### src/rtl/contador_bcd_ctrl.sv
// -----------------------------------------------------------------------------
// contador_bcd_ctrl
//   Run controller for a two-digit BCD counter (00..99) that feeds the
//   7-segment decoders. Pushbutton levels become one-shot commands
//   (LOAD / STOP / START). The digits step up or down once every TICK_DIV
//   clock cycles while the controller is in RUN.
//
// Parameters
//   TICK_DIV     clk cycles per count step (>=1, 1 = one step per cycle)
//
// Ports
//   clk          in   system clock, rising edge
//   rst          in   asynchronous reset, active high
//   btn_start    in   start/resume request, level, asynchronous to clk
//   btn_stop     in   pause/clear request, level, asynchronous to clk
//   btn_load     in   load preset request, level, asynchronous to clk
//   dir          in   0 = count up, 1 = count down (sampled at each step)
//   wrap_en      in   1 = wrap at the limit, 0 = stop at the limit (DONE)
//   preset_tens  in   preset tens digit, values above 9 clamp to 9
//   preset_ones  in   preset ones digit, values above 9 clamp to 9
//   bcd_tens     out  current tens digit (0..9), registered
//   bcd_ones     out  current ones digit (0..9), registered
//   running      out  high while in RUN, registered
//   done         out  high while in DONE, registered
//   at_limit     out  combinational: 99 when counting up, 00 when down
//   wrap_pulse   out  one-cycle pulse after the step that wrapped, registered
// -----------------------------------------------------------------------------

// Run-time checks on the outputs of the counter controller.
module contador_bcd_ctrl_chk (
  input logic       clk,
  input logic       rst,
  input logic [3:0] bcd_tens,
  input logic [3:0] bcd_ones,
  input logic       running,
  input logic       done,
  input logic       wrap_pulse
);

  // Both digits must always hold a decimal value.
  a_digits_decimal: assert property (@(posedge clk) disable iff (rst)
    (bcd_tens <= 4'd9) && (bcd_ones <= 4'd9));

  // RUN and DONE are distinct states.
  a_state_exclusive: assert property (@(posedge clk) disable iff (rst)
    !(running && done));

  // A wrap can only happen on a step taken while running.
  a_wrap_in_run: assert property (@(posedge clk) disable iff (rst)
    wrap_pulse |-> running);

  // A wrap always lands on one of the two limits.
  a_wrap_lands_on_limit: assert property (@(posedge clk) disable iff (rst)
    wrap_pulse |-> (((bcd_tens == 4'd0) && (bcd_ones == 4'd0)) ||
                    ((bcd_tens == 4'd9) && (bcd_ones == 4'd9))));

endmodule

module contador_bcd_ctrl #(
  parameter int TICK_DIV = 50_000_000
) (
  input  logic       clk,
  input  logic       rst,
  input  logic       btn_start,
  input  logic       btn_stop,
  input  logic       btn_load,
  input  logic       dir,
  input  logic       wrap_en,
  input  logic [3:0] preset_tens,
  input  logic [3:0] preset_ones,
  output logic [3:0] bcd_tens,
  output logic [3:0] bcd_ones,
  output logic       running,
  output logic       done,
  output logic       at_limit,
  output logic       wrap_pulse
);

  // Prescaler width; at least one bit so TICK_DIV = 1 still builds.
  localparam int PW = (TICK_DIV > 1) ? $clog2(TICK_DIV) : 1;
  localparam logic [PW-1:0] PRESC_MAX = PW'(TICK_DIV - 1);

  typedef enum logic [1:0] {
    ST_IDLE   = 2'd0,
    ST_RUN    = 2'd1,
    ST_PAUSED = 2'd2,
    ST_DONE   = 2'd3
  } state_t;

  // Out-of-range preset digits saturate at 9.
  function automatic logic [3:0] clamp_digit(input logic [3:0] d);
    if (d > 4'd9) begin
      return 4'd9;
    end else begin
      return d;
    end
  endfunction

  // BCD increment of a two-digit value below 99: {tens, ones}.
  function automatic logic [7:0] bcd_up(input logic [3:0] t, input logic [3:0] o);
    if (o == 4'd9) begin
      return {t + 4'd1, 4'd0};
    end else begin
      return {t, o + 4'd1};
    end
  endfunction

  // BCD decrement of a two-digit value above 00: {tens, ones}.
  function automatic logic [7:0] bcd_down(input logic [3:0] t, input logic [3:0] o);
    if (o == 4'd0) begin
      return {t - 4'd1, 4'd9};
    end else begin
      return {t, o - 4'd1};
    end
  endfunction

  // Button bits are packed as {load, stop, start}.
  logic [2:0]    btn_s;
  logic [2:0]    sync1_r;
  logic [2:0]    sync2_r;
  logic [2:0]    prev_r;
  logic [2:0]    cmd_s;
  logic          cmd_load_s;
  logic          cmd_stop_s;
  logic          cmd_start_s;

  state_t        state_r;
  state_t        state_next_s;
  logic [3:0]    tens_r;
  logic [3:0]    ones_r;
  logic [3:0]    tens_next_s;
  logic [3:0]    ones_next_s;
  logic [PW-1:0] presc_r;
  logic [PW-1:0] presc_next_s;
  logic          wrap_r;
  logic          wrap_next_s;
  logic          running_r;
  logic          done_r;
  logic          limit_s;
  logic [7:0]    up_s;
  logic [7:0]    down_s;

  assign btn_s = {btn_load, btn_stop, btn_start};

  // Two-stage synchronizer followed by a history stage for edge detection.
  always_ff @(posedge clk or posedge rst) begin
    if (rst) begin
      sync1_r <= 3'b000;
      sync2_r <= 3'b000;
      prev_r  <= 3'b000;
    end else begin
      sync1_r <= btn_s;
      sync2_r <= sync1_r;
      prev_r  <= sync2_r;
    end
  end

  // One-cycle command on each synchronized rising edge; only the
  // highest-priority command (load > stop > start) is passed on.
  assign cmd_s       = sync2_r & ~prev_r;
  assign cmd_load_s  = cmd_s[2];
  assign cmd_stop_s  = cmd_s[1] & ~cmd_s[2];
  assign cmd_start_s = cmd_s[0] & ~cmd_s[1] & ~cmd_s[2];

  // Limit depends on the direction currently requested.
  assign limit_s = dir ? ((tens_r == 4'd0) && (ones_r == 4'd0))
                       : ((tens_r == 4'd9) && (ones_r == 4'd9));
  assign up_s    = bcd_up(tens_r, ones_r);
  assign down_s  = bcd_down(tens_r, ones_r);

  // Next-state, digit and prescaler logic. A command that acts on this
  // cycle pre-empts any step that would have been taken.
  always_comb begin
    state_next_s = state_r;
    tens_next_s  = tens_r;
    ones_next_s  = ones_r;
    presc_next_s = {PW{1'b0}};
    wrap_next_s  = 1'b0;
    if (cmd_load_s) begin
      state_next_s = ST_IDLE;
      tens_next_s  = clamp_digit(preset_tens);
      ones_next_s  = clamp_digit(preset_ones);
    end else if (cmd_stop_s) begin
      case (state_r)
        ST_RUN: begin
          state_next_s = ST_PAUSED;
        end
        ST_PAUSED: begin
          state_next_s = ST_IDLE;
          tens_next_s  = 4'd0;
          ones_next_s  = 4'd0;
        end
        ST_DONE: begin
          state_next_s = ST_IDLE;
        end
        ST_IDLE: begin
          state_next_s = ST_IDLE;
        end
        default: begin
          state_next_s = ST_IDLE;
          tens_next_s  = 4'd0;
          ones_next_s  = 4'd0;
        end
      endcase
    end else if (cmd_start_s && ((state_r == ST_IDLE) || (state_r == ST_PAUSED))) begin
      state_next_s = ST_RUN;
    end else if ((state_r == ST_RUN) && (presc_r == PRESC_MAX)) begin
      // Count step; the prescaler restarts from zero.
      if (limit_s) begin
        if (wrap_en) begin
          tens_next_s = dir ? 4'd9 : 4'd0;
          ones_next_s = dir ? 4'd9 : 4'd0;
          wrap_next_s = 1'b1;
        end else begin
          state_next_s = ST_DONE;
        end
      end else if (dir) begin
        tens_next_s = down_s[7:4];
        ones_next_s = down_s[3:0];
      end else begin
        tens_next_s = up_s[7:4];
        ones_next_s = up_s[3:0];
      end
    end else if (state_r == ST_RUN) begin
      presc_next_s = presc_r + PW'(1);
    end else begin
      presc_next_s = {PW{1'b0}};
    end
  end

  // FSM state register.
  always_ff @(posedge clk or posedge rst) begin
    if (rst) begin
      state_r <= ST_IDLE;
    end else begin
      state_r <= state_next_s;
    end
  end

  // Digit, prescaler and registered status outputs.
  always_ff @(posedge clk or posedge rst) begin
    if (rst) begin
      tens_r    <= 4'd0;
      ones_r    <= 4'd0;
      presc_r   <= {PW{1'b0}};
      wrap_r    <= 1'b0;
      running_r <= 1'b0;
      done_r    <= 1'b0;
    end else begin
      tens_r    <= tens_next_s;
      ones_r    <= ones_next_s;
      presc_r   <= presc_next_s;
      wrap_r    <= wrap_next_s;
      running_r <= (state_next_s == ST_RUN);
      done_r    <= (state_next_s == ST_DONE);
    end
  end

  assign bcd_tens   = tens_r;
  assign bcd_ones   = ones_r;
  assign running    = running_r;
  assign done       = done_r;
  assign wrap_pulse = wrap_r;
  assign at_limit   = limit_s;

  contador_bcd_ctrl_chk u_chk (
    .clk        (clk),
    .rst        (rst),
    .bcd_tens   (tens_r),
    .bcd_ones   (ones_r),
    .running    (running_r),
    .done       (done_r),
    .wrap_pulse (wrap_r)
  );

endmodule

### config.mk
export PLATFORM = sky130hd
export DESIGN_NAME = contador_bcd_ctrl
export DESIGN_NICKNAME = d
export VERILOG_FILES = /design/src/rtl/contador_bcd_ctrl.sv
export SDC_FILE = /design/constraint.sdc
export NUM_CORES = 1
export LEC_CHECK = 0
export ABC_AREA = 1
export BUFFER_PORTS_ARGS = -buffer_cell sky130_fd_sc_hd__buf_2
export CAP_MARGIN = 0
export CORE_ASPECT_RATIO = 1.1
export CORE_UTILIZATION = 60
export DETAILED_ROUTE_END_ITERATION = 16
export PLACE_DENSITY = 0.8
export SYNTH_ARGS = -nofsm -noshare
export SYNTH_HDL_FRONTEND = slang
export SYNTH_SLANG_ARGS = --single-unit
### constraint.sdc
create_clock -name clk -period 2.85 [get_ports clk]
set_clock_uncertainty 0.15 [all_clocks]
set_input_delay 0.285 -clock clk [delete_from_list [all_inputs] [get_ports clk]]
set_output_delay 0.285 -clock clk [all_outputs]
set_load 0.02 [all_outputs]
Yosys cells after proc, flatten, opt, wreduce, memory -nomap -nowiden
Index checks and enable logic that the tools add are counted.
{ "word_totals": {"register_bits": 48, "inputBits": 15, "out_inout_bits": 12, "wordCells": 87} }
{ "classes": {"addsub": 5, "order_cmp": 2, "eq_ne": 12, "n_mux": 38, "bitwise_logic": 7, "n_reduce_logical": 13} }
{ "op_table": {"columns": ["op", "count"], "rows": [
  ["26-bit two-way mux", 5],
  ["4-bit two-way mux", 17],
  ["26-bit by 1-bit adder with 26-bit output, second input constant", 1],
  ["26-bit == test, second input constant", 1],
  ["8-bit two-way mux", 2],
  ["2-bit two-way mux", 6],
  ["4-bit by 1-bit adder with 4-bit output, second input constant", 2],
  ["4-bit == test, second input constant", 2],
  ["4-bit greater-than comparator, second input constant", 2],
  ["4-bit zero test", 2],
  ["4-bit by 1-bit subtractor with 4-bit output, second input constant", 2],
  ["1-bit two-way mux", 7],
  ["2-bit == test, second input constant", 3],
  ["6-bit AND reduction", 1],
  ["5-bit by 1-bit != test with 1-bit output, second input constant", 1],
  ["5-bit nonzero test", 1],
  ["2-bit by 1-bit == test with 1-bit output, second input constant", 2],
  ["1-bit logical AND", 4],
  ["4-bit by 2-bit != test with 1-bit output, second input constant", 1],
  ["2-bit case mux with 2 select lines", 1],
  ["4-bit AND reduction", 1],
  ["1-bit bitwise AND", 3],
  ["3-bit bitwise AND", 1],
  ["3-bit by 2-bit != test with 1-bit output, second input constant", 1],
  ["7 further kinds", 8]
]} }

Longest topological paths before layout
Gate-level depths: netlist of run 1.
{ "depth": {"ltp_word": 10, "mapped_depth": 12, "mapped_depth_nobuf": 12} }

Least setup slack after synthesis of run 1
OpenSTA, ideal clock, no wires.
{ "synth_timing": {"kind": "register -> register", "startpoint": "register tens_r[0] (netlist: bcd_tens[0])", "endpoint": "register ones_r[2] (netlist: bcd_ones[2])", "setup_ps": 119, "t_arrival_ps": 1597, "required_time_ps": 2581, "slack_ps": 984, "stages_incl_launch_ff": 12, "path_buffers": 0, "period_less_slack_ps": 1866, "cell_sequence": "dfrtp_1 > inv_1 > ha_1 > inv_1 > nor3_1 > nand3_2 > nand2_4 > nand3_4 > nand2_2 > inv_4 > nand2_1 > o21ai_2"} }
{ "synth_via": {"elab_chain_cells": 8, "elab_cells_between_ends": 12, "classes_between": "eq/ne (2); mux (6); reduce/logical (4)"} }
{ "synth_rtl": {"columns": ["item", "line", "rtl"], "rows": [
  ["start, declared", "129", "logic [3:0] tens_r;"],
  ["start signal, assigned", "250", "tens_r <= tens_next_s;"],
  ["4-bit == test / 4-bit zero test (equally long branches)", "167, 166", null],
  ["1-bit logical AND (on tied branches)", "167, 166", null],
  ["1-bit two-way mux (*)", "166", "assign limit_s = dir ? ((tens_r == 4'd0) && (ones_r == 4'd0))"],
  ["net at_limit", "75", "output logic at_limit,"],
  ["4-bit two-way mux", "209", "if (limit_s) begin"],
  ["4-bit two-way mux", "207", "end else if ((state_r == ST_RUN) && (presc_r == PRESC_MAX)) begin"],
  ["4-bit two-way mux", "205", "end else if (cmd_start_s && ((state_r == ST_IDLE) || (state_r == ST_PAUSED))) begin"],
  ["4-bit two-way mux", "183", "end else if (cmd_stop_s) begin"],
  ["4-bit two-way mux", "179", "if (cmd_load_s) begin"],
  ["end signal, assigned", "251", "ones_r <= ones_next_s;"],
  ["end, declared", "130", "logic [3:0] ones_r;"]
]} }
Mark *: on every way through the listed nets, which the timed path passes. The rest lies on a longest branch. The select of a mux whose other input is x is not followed.
A chain may end at the register's enable or synchronous reset.

Worst setup path in the final report of run 1
{ "layout_timing": {"startpoint": "register tens_r[0] (netlist: bcd_tens[0])", "endpoint": "output at_limit"} }
{ "layout_via": {"elab_chain_cells": 3, "elab_cells_between_ends": 5, "classes_between": "eq/ne (1); mux (1); reduce/logical (3)"} }
{ "layout_rtl": {"columns": ["item", "line"], "rows": [
  ["4-bit == test / 4-bit zero test (equally long branches)", "167, 166"],
  ["1-bit logical AND (on tied branches)", "167, 166"],
  ["1-bit two-way mux (*)", "166"],
  ["end, declared", "75"]
]} }
Every way passes the cells marked *; elsewhere a longest branch is shown, timed or not.

==> results of run 1 <==
## per-layer routing
metal  part of all wire [%]  global-route usage [%]  vias up
li1                       -                       -     1301
met1                     44                    32.3     1138
met2                     50                    46.6       60
met3                    4.0                    4.55       12
met4                    1.8                    9.26        0
met5                      0                       0        -
## registers in the layout, summed over array words and instances, names as in the netlist
register	count
presc_r	26
bcd_tens	4
bcd_ones	4
sync1_r	3
state_r	2
done	1
wrap_pulse	1
running	1
sync2_r	3
prev_r	3
## cells in the final DEF, fill, tap and decap left out, drive strengths merged
master and n:
xnor2 5, dfrtp 48, o21ai 18, a21oi 10, inv 53, nand3b 1
buf 26, dlygate4sd3 3, nand2 119, bufinv 1, nor3 7, and3 1
o21a 3, clkbuf 5, clkinv 1, o21bai 1, nor3b 1, or2 1
xor2 7, o31ai 1, nor2 69, nand4 7, nor4 2, nand3 31
ha 4
## critical path: cells and delay by family (launching register included)
kind	cells	cell delay, ns
buf+inv	3	0.35
fa+ha+maj	1	0.15
flops	1	0.47
simple gates	3	0.45
## where the power goes
part / internal (mW) / switching [mW] / total [mW]
logic: 0.187 / 0.364 / 0.551
registers: 0.729 / 0.0805 / 0.810
clock network: 0.252 / 0.216 / 0.468
## kinds of logic after synthesis
kind of cell	Yosys count	synth area share, %
and+or+nand+nor	239	38.9
xor gates and xnor gates	12	3.61
buffers and inverters	57	7.87
AOI/OAI and AO/OA	33	6.63
DFF	48	41.3
adders and majority gates	4	1.72
## metrics by stage
step	worst slack [ns]	std cells	total power [mW]	hold WS (ns)
2_1_floorplan	0.984	393	1.24	0.166
3_5_place_dp	0.865	472	1.37	0.187
5_1_grt	0.550	481	1.95	0.0926
6_report	0.676	481	1.83	0.0528
4_1_cts	0.679	481	1.83	0.0985
3_3_place_gp	0.940	472	1.36	0.183
## path summary, 6_finish.rpt
path,startpoint,endpoint,cells after the start
max in group asynchronous,rst,presc_r[19],2
min in group clk,wrap_en,wrap_pulse,3
setup reg to reg,presc_r[0],presc_r[20],10
hold reg to reg,sync1_r[2],sync2_r[2],0
setup / recovery,bcd_tens[0],at_limit,7
hold / removal,rst,prev_r[0],2
## what timing repair did
item,4_1_cts,5_1_grt
endpoints found under the hold margin,3,0
buffers inserted,0,0
hold buffers,3,0
## area by class of cell
class	instances	area [µm²]
multi-input cells	288	1480
fillers	387	1440
flip-flops and latches	48	1200
inverters	54	205
repair buffers	29	160
well taps	56	70.1
clock buffers	5	68.8
clock inverters	1	30.0
==> flow_summary_export.csv, run 1 <==
group,metric,value,unit
sta,setup_tns,0,ns
critical_path,critPathMaxFanout,8,
placement,io_buffers,26,
critical_path,crit_top_cell,"inv_1",
global_route,grt_max_degree,49,
final_layout,nNetsFinal,445,
sta,finalCritPeriodShare,76.3,%
critical_path,r2r_setup_slack,0.88,ns
synth,postSynth.asyncResetShare,100,%
synth,synthCells,393,
placement,dpl.hpwl,4.53,mm
critical_path,cp_slowest_cell,"dfrtp_1",
sta,rsz0062_at_grt,"no",
sta,slew_headroom,35.1,%
floorplan,coreArea,4650,µm²
synth,synth.ff_latch_count,48,
global_route,antenna_found_initial,0,
route,wire_per_inst,12.3,µm
power,p_per_area,569,nW/µm²
critical_path,path_cells,"inv_1 -> ha_1 -> inv_1 -> nor3_1 -> nand3_2 -> nand2_4 -> buf_2",
synth,yosysSeqAreaShare,41.3,%
sta,fmax,460,MHz
floorplan,start_util,62.5,%
final_layout,num_antenna_cells,0,
clock_network,htree_levels,2,
floorplan,io_pins,27,
sta,worst_slew_pin_slew,0.973,ns
route,ant_nets,0,
synth,synth_top_cell_by_area,"dfrtp_1",
global_route,grt_pass1_vias,2375,
status,status,"completed",
clock_network,cts_resized,0,
final_layout,area_growth,10.5,%
sta,final.min_clock_period,2.17,ns
route,drcViolationCount,0,
synth,synthFlopType,"dfrtp_1",
synth,synth_top_area_share,41.3,%
placement,placed_cell_area,3080,µm²
hold_path,holdCritPathClass,"input pin to asynchronous set/reset pin",
global_route,grt_usage,26.4,%
synth,synth_area,2910,µm²
synth,yosysMostFrequentCell,"nand2_1",
sta,hold_viol,0,
critical_path,critPathMaxStageDelay,0.47,ns
critical_path,critical_path_class,"flip-flop to primary output",
final_layout,final_cell_area,3210,µm²
global_route,overflow,0,
floorplan,dieWidth,68.4,µm
route,drt_iter0_drc,122,
critical_path,worstPathArrival,1.74,ns
synth,synth_edf_count,0,
synth,syn_area_per_cell,7.40,µm²
clock_network,cts_tree,"done",
floorplan,die_height,75.0,µm
route,route.vias.total,2511,
job,max_cap_viol_count,0,
clock_network,numCtsBuffers,5,
placement,place.gp.congestion,0.920,
synth,syn-num-nets,412,
synth,synth_warnings,0,
final_layout,layout-drive-gt1-share,20.9,%
synth,synth_area_leaders,"dfrtp_1, nand2_1, nor2_1",
synth,yosys.cell_types.count,34,
route,via_per_inst,5.22,
clock_network,clockBufferDepth,2,
floorplan,die-area,5130,µm²
critical_path,worstSetupEndpointType,"primary output",
synth,synth_commonest_cells,"nand2_1, nor2_1, dfrtp_1, inv_1, nand3_1",
power,p_leak,1.55,nW
floorplan,rows,26,
global_route,grt_pass1_wl,10.1,mm
power,peakVddDrop,286,µV
critical_path,start_kind,"flip-flop",
clock_network,clock_sinks,48,
route,wl,5.93,mm
clock_network,clk_latency,0.30,ns
sta,finalSetupViolations,0,
clock_network,path_clk_slew,0.09,ns
final_layout,utilization,69.1,%
clock_network,cts_root_buf,"clkbuf_8",
route,drtPass1Iterations,6,
critical_path,cp.required,2.41,ns
sta,slew_viol_final,0,
No activity file was read; power rests on OpenSTA's default activity.
==> run 2: changes to the inputs <==
--- a/config.mk
+++ b/config.mk
@@ -9,9 +9,9 @@
 export BUFFER_PORTS_ARGS = -buffer_cell sky130_fd_sc_hd__buf_2
 export CAP_MARGIN = 0
 export CORE_ASPECT_RATIO = 1.1
-export CORE_UTILIZATION = 60
+export CORE_UTILIZATION = 54
 export DETAILED_ROUTE_END_ITERATION = 16
-export PLACE_DENSITY = 0.8
+export PLACE_DENSITY = 0.76
 export SYNTH_ARGS = -nofsm -noshare
 export SYNTH_HDL_FRONTEND = slang
 export SYNTH_SLANG_ARGS = --single-unit
==> constraint.sdc (replaced) <==
create_clock -name clk -period 1.8 [get_ports clk]
set_clock_uncertainty 0.15 [all_clocks]
set_input_delay 0.18 -clock clk [delete_from_list [all_inputs] [get_ports clk]]
set_output_delay 0.18 -clock clk [all_outputs]
set_load 0.02 [all_outputs]
==> flow_summary_export.csv, run 2 (synthesized netlist as in run 1, its figures left out) <==
group,metric,value,unit
floorplan,coreArea,5100,µm²
placement,place.gp.congestion,0.860,
clock_network,clk_latency,0.30,ns
hold_path,worstHoldEndpoint,"bcd_tens[3]",
job,max_cap_viol_count,0,
sta,slew_headroom,80.6,%
global_route,overflow,0,
placement,placed_cell_area,3180,µm²
final_layout,nNetsFinal,460,
final_layout,area_growth,24.4,%
placement,io_buffers,26,
route,ant_nets,0,
sta,slew_viol_final,0,
critical_path,worstSetupEndpointType,"primary output",
power,p_leak,1.72,nW
placement,dpl.hpwl,4.57,mm
final_layout,num_antenna_cells,0,
sta,fmax,549,MHz
critical_path,r2r_setup_slack,0,ns
critical_path,start_kind,"flip-flop",
power,p_per_area,970,nW/µm²
route,drcViolationCount,0,
floorplan,rows,27,
floorplan,start_util,57.0,%
sta,final.min_clock_period,1.82,ns
global_route,grt_pass1_wl,10.8,mm
final_layout,largest_reg_flops,26,
critical_path,critical_path_class,"flip-flop to primary output",
route,drt_iter0_drc,69,
route,wire_per_inst,12.5,µm
hold_path,min_from,"preset_tens[3]",
critical_path,cp.required,1.47,ns
sta,worst_slew_pin_slew,0.289,ns
floorplan,die_height,79.0,µm
hold_path,holdCritPathClass,"input pin to flip-flop",
clock_network,numCtsBuffers,5,
global_route,grt_pass1_vias,2577,
floorplan,dieWidth,72.0,µm
final_layout,final_cell_area,3620,µm²
power,peakVddDrop,576,µV
sta,finalCritPeriodShare,101,%
sta,setup_tns,-0.0203,ns
critical_path,rr_endpoint,"bcd_ones[2]",
floorplan,io_pins,27,
critical_path,crit_start,"bcd_tens[0]",
global_route,grt_max_degree,49,
critical_path,critPathMaxFanout,3,
status,status,"finished, violations left",
power,power.total,3.51,mW
global_route,grt_usage,24.5,%
hold_path,whs_path_depth,5,
placement,placed_cells,494,
critical_path,worstPathArrival,1.49,ns
clock_network,cts_tree,"done",
clock_network,clockBufferDepth,2,
route,via_per_inst,5.11,
sta,rsz0062_at_grt,"yes",
final_layout,reg_top3,"presc_r (26), bcd_ones (4), bcd_tens (4)",
final_layout,top_register,"presc_r",
final_layout,layout_common_cells,"nand2_1, nor2_1, dfrtp_1, inv_1",
final_layout,layout_commonest_cell,"nand2_1",
final_layout,fin_cells,514,
route,route.vias.total,2628,
sta,hold_viol,0,
route,wl,6.42,mm
global_route,antenna_found_initial,0,
sta,finalSetupViolations,1,
critical_path,reg2reg_from,"bcd_tens[0]",
clock_network,cts_root_buf,"clkbuf_8",
clock_network,clock_sinks,48,
clock_network,htree_levels,2,
route,drtPass1Iterations,4,
critical_path,r2r_cells,12,
floorplan,die-area,5680,µm²
clock_network,path_clk_slew,0.09,ns
final_layout,utilization,70.9,%
sta,worst_slack,-0.0203,ns
status,violations,"setup timing",
final_layout,layout-drive-gt1-share,29.9,%
## run 2: cell count changes in the layout (fill, tap and decap cells not counted), moves of 4 or more
cell,delta
nand2_4,+5
nor2_4,+6
buf_6,+4
nand2_1,-10
nand2_2,+5
inv_1,-4
dfrtp_1,-4
buf_4,+8
dfrtp_2,+4
## run 2: critical path, stage by stage (launching register included)
cell and delay, ns:
dfrtp_2 0.44, inv_2 0.09, ha_4 0.12, inv_2 0.04, nor3_2 0.17, nand3_2 0.11
nand2_4 0.09, buf_6 0.11
## run 2: area by class of cell
class,count,area [µm²]
Multi-Input combinational cell,288,1620
Tap cell,72,90.1
Inverter,54,220
Sequential cell,48,1210
Clock inverter,3,90.1
Timing Repair Buffer,44,320
Fill cell,405,1480
Clock buffer,5,68.8
## run 2: layer usage
layer	vias up	GRT usage (%)	wire, µm
met1	1235	27.9	2700
met5	-	0	0
met4	0	7.84	121
li1	1328	-	-
met2	51	45.8	3420
met3	14	4.31	183
## run 2: worst max-delay path by stage
stage	end	slack, ns	depth (start not counted)
2_1_floorplan	bcd_ones[2]	0.03	11
3_3_place_gp	presc_r[16]	0.05	9
3_5_place_dp	presc_r[16]	0.05	9
4_1_cts	bcd_ones[2]	0.01	11
5_1_grt	bcd_tens[1]	-0.10	11
6_report	at_limit	-0.02	7
## run 2: where the power goes
group,internal (mW),switching [mW],total (mW)
combinational,0.482,0.710,1.19
sequential,1.16,0.0984,1.26
clock,0.694,0.365,1.06
total,2.34,1.17,3.51
## run 2: what timing repair did
item / in CTS / in global routing
setup endpoints to repair: 1 / 17
hold buffers: 5 / 0
pin swaps: 3 / 19
gates resized for setup: 3 / 48
setup buffers: 5 / 2
endpoints found under the hold margin: 52 / 0
## run 2: through the flow
stage / setup slack, ns / hold slack (ns)
after floorplan: 0.0268 / 0.0614
after global placement: 0.0526 / 0.0842
after detailed placement: 0.0475 / 0.0993
after CTS: 0.0111 / 0.0391
after global routing: -0.100 / 0.0610
final: -0.0203 / 0.0413
